<file path="config.mk">
export PLATFORM = sky130hd
export DESIGN_NAME = bus_arbiter4
export DESIGN_NICKNAME = d
export VERILOG_FILES = /design/src/rtl/bus_arbiter4.sv
export SDC_FILE = /design/constraint.sdc
export NUM_CORES = 1
export LEC_CHECK = 0
export CAP_MARGIN = 20
export CORE_AREA = 2 2 39 41
export CTS_BUF_LIST = sky130_fd_sc_hd__clkbuf_8
export DETAILED_ROUTE_END_ITERATION = 16
export DIE_AREA = 0 0 41 43
export PLACE_DENSITY_LB_ADDON = 0.08
export SYNTH_ARGS = -nofsm -noshare
export SYNTH_HDL_FRONTEND = slang
export SYNTH_SLANG_ARGS = --single-unit
</file>
<file path="constraint.sdc">
create_clock -name clk -period 3.22 [get_ports clk]
set_clock_uncertainty 0.2 [all_clocks]
set_input_delay 0.483 -clock clk [delete_from_list [all_inputs] [get_ports clk]]
set_output_delay 0.483 -clock clk [all_outputs]
set_load 0.01 [all_outputs]
</file>
<file path="src/rtl/bus_arbiter4.sv">
// bus_arbiter4: round-robin arbiter sharing a 16-bit 4:1 mux among four requesters
// Ports:
//   clk     rising-edge clock
//   rst_n   asynchronous active-low reset
//   req     request lines, held high for the whole transaction
//   gnt     one-hot grant (or zero), registered
//   sel     mux select, index of the current or most recent owner
//   busy    high while any grant is active
//   timeout one-cycle pulse when a grant is forcibly revoked
// Optional feature macro: ARB_TIMEOUT_EN (hold limit of MAX_HOLD cycles per grant).
// Without it, no hold counter exists and timeout stays 0.
module bus_arbiter4 #(
  parameter int MAX_HOLD = 16,
  parameter int CNT_W = 8
) (
  input  logic       clk,
  input  logic       rst_n,
  input  logic [3:0] req,
  output logic [3:0] gnt,
  output logic [1:0] sel,
  output logic       busy,
  output logic       timeout
);
  typedef enum logic {IDLE, GRANT} state_t;
  state_t state;
  logic [1:0] last, w;
  logic revoke, rel;
  if (MAX_HOLD < 1 || MAX_HOLD > 255 || (MAX_HOLD >> CNT_W) != 0) begin : g_bad_param
    $error("bus_arbiter4: MAX_HOLD must be 1..255 and below 2**CNT_W");
  end
  // Lowest offset from the pointer wins; the pointer itself is searched last.
  function automatic logic [1:0] pick(input logic [3:0] r, input logic [1:0] p);
    logic [1:0] v;
    v = p;
    for (int k = 4; k >= 1; k--)
      if (r[p + 2'(k)]) v = p + 2'(k);
    return v;
  endfunction
`ifdef ARB_TIMEOUT_EN
  logic [CNT_W-1:0] cnt;
  assign revoke = state == GRANT && req[sel] && cnt == CNT_W'(MAX_HOLD - 1);
  always_ff @(posedge clk or negedge rst_n)
    if (!rst_n) cnt <= '0;
    else cnt <= (state == IDLE || rel) ? '0 : cnt + 1'b1;
`else
  assign revoke = 1'b0;
`endif
  assign rel = state == GRANT && (!req[sel] || revoke);
  // On a release the owner becomes the new pointer, so search from sel.
  assign w = pick(req, state == IDLE ? last : sel);
  always_ff @(posedge clk or negedge rst_n)
    if (!rst_n) begin
      state   <= IDLE;
      gnt     <= 4'b0000;
      sel     <= 2'd0;
      busy    <= 1'b0;
      timeout <= 1'b0;
      last    <= 2'd3;
    end else begin
      timeout <= revoke;
      if (state == IDLE ? |req : rel) begin
        if (state == GRANT) last <= sel;
        state <= |req ? GRANT : IDLE;
        gnt   <= |req ? 4'b0001 << w : 4'b0000;
        sel   <= |req ? w : sel;
        busy  <= |req;
      end
    end
endmodule

</file>
==> results.yml <==
status:
  status: "complete, no violations"
final_layout:
  fill_cells: 133
  diodes: 0
  area_delta_synth_final_pct: 31.3
  fin_cells: 73
  postLayoutCellArea_um2: 698
  drive_above_1_share: 0.246
  nNetsFinal: 64
synth:
  synth_area_leaders: "dfrtp_1 33%, dfstp_2 9.9%, mux2i_1 5.6%"
  ys_seq_area_frac: 0.428
  ys_top_cells_by_count: "7 x dfrtp_1, 4 x nor2_1, 3 x mux2i_1"
  synth_flop_cell: "dfrtp_1"
  yosysTopAreaCellShare: 0.329
  postSynthCellCount: 43
  yosysMostFrequentCell: "dfrtp_1"
  avgSynthCellArea_um2: 12.4
  ys_warn_count: 0
  syn_nets: 49
  synthArstFlopShare: 1.00
  synth-edff-count: 0
  syn_area_um2: 532
  synth_seq_cells: 9
  synth_top_area_cell: "dfrtp_1"
  ys_types: 26
clock_tree:
  htree_num_levels: 1
  clock_sinks: 9
  numCtsBuffers: 3
  insertion_delay_ns: 0.23
  cts_tree: "done"
  cts.clk_slew.worst_paths_ns: 0.04
  clk_root_buffer_cell: "clkbuf_8"
  cts_setup_buffers: 0
  postCtsResizedCells: 0
  cts_hold_buf: 0
  cts_buffer_depth: 2
critical_path:
  cp_max_fo: 6
  path_class: "primary input to register"
  r2r_slack_ns: 1.19
  worstPathArrival_ns: 2.13
  critPathCaptureType: "register"
  startpoint: "req[3]"
  rr_endpoint: "gnt[3]"
  r2r-start: "state"
  crit_required_ns: 3.18
  reg2reg_depth: 4
  worstSetupStartpointType: "primary input"
placement:
  globalplace.congestion: 0.757
  preCtsSetupSlack_ns: 0.812
  dpl.hpwl_um: 846
  io_buffers: 12
  placement.cell_area_um2: 653
  placed_cells: 69
floorplan:
  ios: 14
  core_area_mm2: 0.00138
  die_x_um: 41
  die_area_mm2: 0.00176
  initial_core_util: 0.384
  die-height_um: 43
  rows: 14
timing:
  period_share: 0.673
  grt_setup_unrepaired: "false"
  setup_tns_ns: 0
  fin_ws_ns: 1.05
  min_period_ns: 2.17
  hold_violations: 0
  maxSlewViolCount: 0
  setup_viol: 0
  fmax_ghz: 0.461
pwr:
  p_clk_frac: 0.194
  power_frac_seq: 0.318
  ir_drop_uv: 366
  switching_power_mw: 0.229
  p_per_area_mw_per_mm2: 932
  comb_power_share: 0.488
  p_total_mw: 0.650
  swShare: 0.353
  cell_internal_pwr_mw: 0.421
  p_leak_nw: 0.324
grt:
  grt_overflow: 0
  antenna_found_initial: 0
  grt_max_degree: 10
  grt_pass1_vias: 430
  grt_pass1_wl_um: 1980
  track_usage: 0.169
routing:
  drc: 0
  first_pass_iters: 4
  postRouteAntennaNets: 0
  routed_wl_um: 1080
  drt-wirelength-per-cell_um: 14.8
  drt-initial-drc-count: 6
  viasPerCell: 5.66
  vias: 413
run:
  cap_viol_max_count: 0
worst_hold_path:
  min-delay-path-class: "register to register"
  hold_start: "gnt[3]"
  min_path_cells: 1
  holdPathEnd: "gnt[3]"
critical path, cell delays in order:
cell and delay [ns]:
clkdlybuf4s50_1 0.51, nor2_1 0.29, nand2_1 0.15, o21ai_2 0.31, mux2_2 0.38
cells by family (layout without fill, tap and decap cells):
logic type / count (synthesis) / count (layout) / synth area share
AO/OA/AOI/OAI: 15 / 15 / 0.271
buffers and inverters: 3 / 17 / 0.0423
flip-flops: 9 / 9 / 0.428
multiplexers: 7 / 7 / 0.184
other: 1 / 1 / 0.00705
AND/OR/NAND/NOR: 8 / 8 / 0.0682
placed cells by master, fill, tap and decap left out, types with 2 or more instances in the layout:
cell             instances
a32o_1                   2
o21ai_2                  2
mux2_2                   2
nor2_1                   4
o2bb2ai_1                2
inv_1                    2
dfrtp_1                  7
nand2_1                  2
clkdlybuf4s50_1         12
clkbuf_8                 3
dfstp_2                  2
mux2i_1                  3
sequential cells by signal, summed over array words and instances, names as in the netlist:
signal and flops:
gnt 4, state 1, sel 2, last 2
per-layer routing:
layer | wire, um | share of wire | GRT usage | up-vias
li1 | - | - | - | 194
met1 | 460 | 0.43 | 0.221 | 204
met2 | 546 | 0.51 | 0.247 | 10
met3 | 42 | 0.039 | 0.0314 | 5
met4 | 29 | 0.027 | 0.100 | 0
met5 | 0 | 0 | 0 | -
stage by stage:
step	util	hold slack, ns
after floorplan	-	-0.0126
after global placement	0.472	0.278
after detailed placement	0.472	0.284
after CTS	0.505	0.294
after global routing	0.505	0.313
final	0.505	0.288
worst max path at each step:
stage	to	slack, ns	cells after the start
final	last[0]	1.05	5
after global routing	last[0]	0.89	5
after CTS	last[0]	1.05	5
after detailed placement	last[0]	0.81	5
after global placement	last[0]	0.87	5
after floorplan	gnt[3]	1.41	5
power groups by stage:
stage | clock network, mW | logic [mW] | registers, mW
CTS | 0.129 | 0.321 | 0.209
floorplan | 0 | 0.199 | 0.217
global route | 0.135 | 0.348 | 0.214
detailed placement | 0 | 0.318 | 0.210
finish | 0.126 | 0.317 | 0.207
global placement | 0 | 0.311 | 0.209
layout make-up:
cell class,instances,area [um2],share of cell area
multi-input cells,31,282,0.403
well taps,16,20.0,0.0287
repair buffers,12,120,0.172
clock buffers,3,41.3,0.0591
inverters,1,3.75,0.00538
clock inverters,1,3.75,0.00538
flip-flops and latches,9,228,0.326
(Power assumes the default switching activity.)
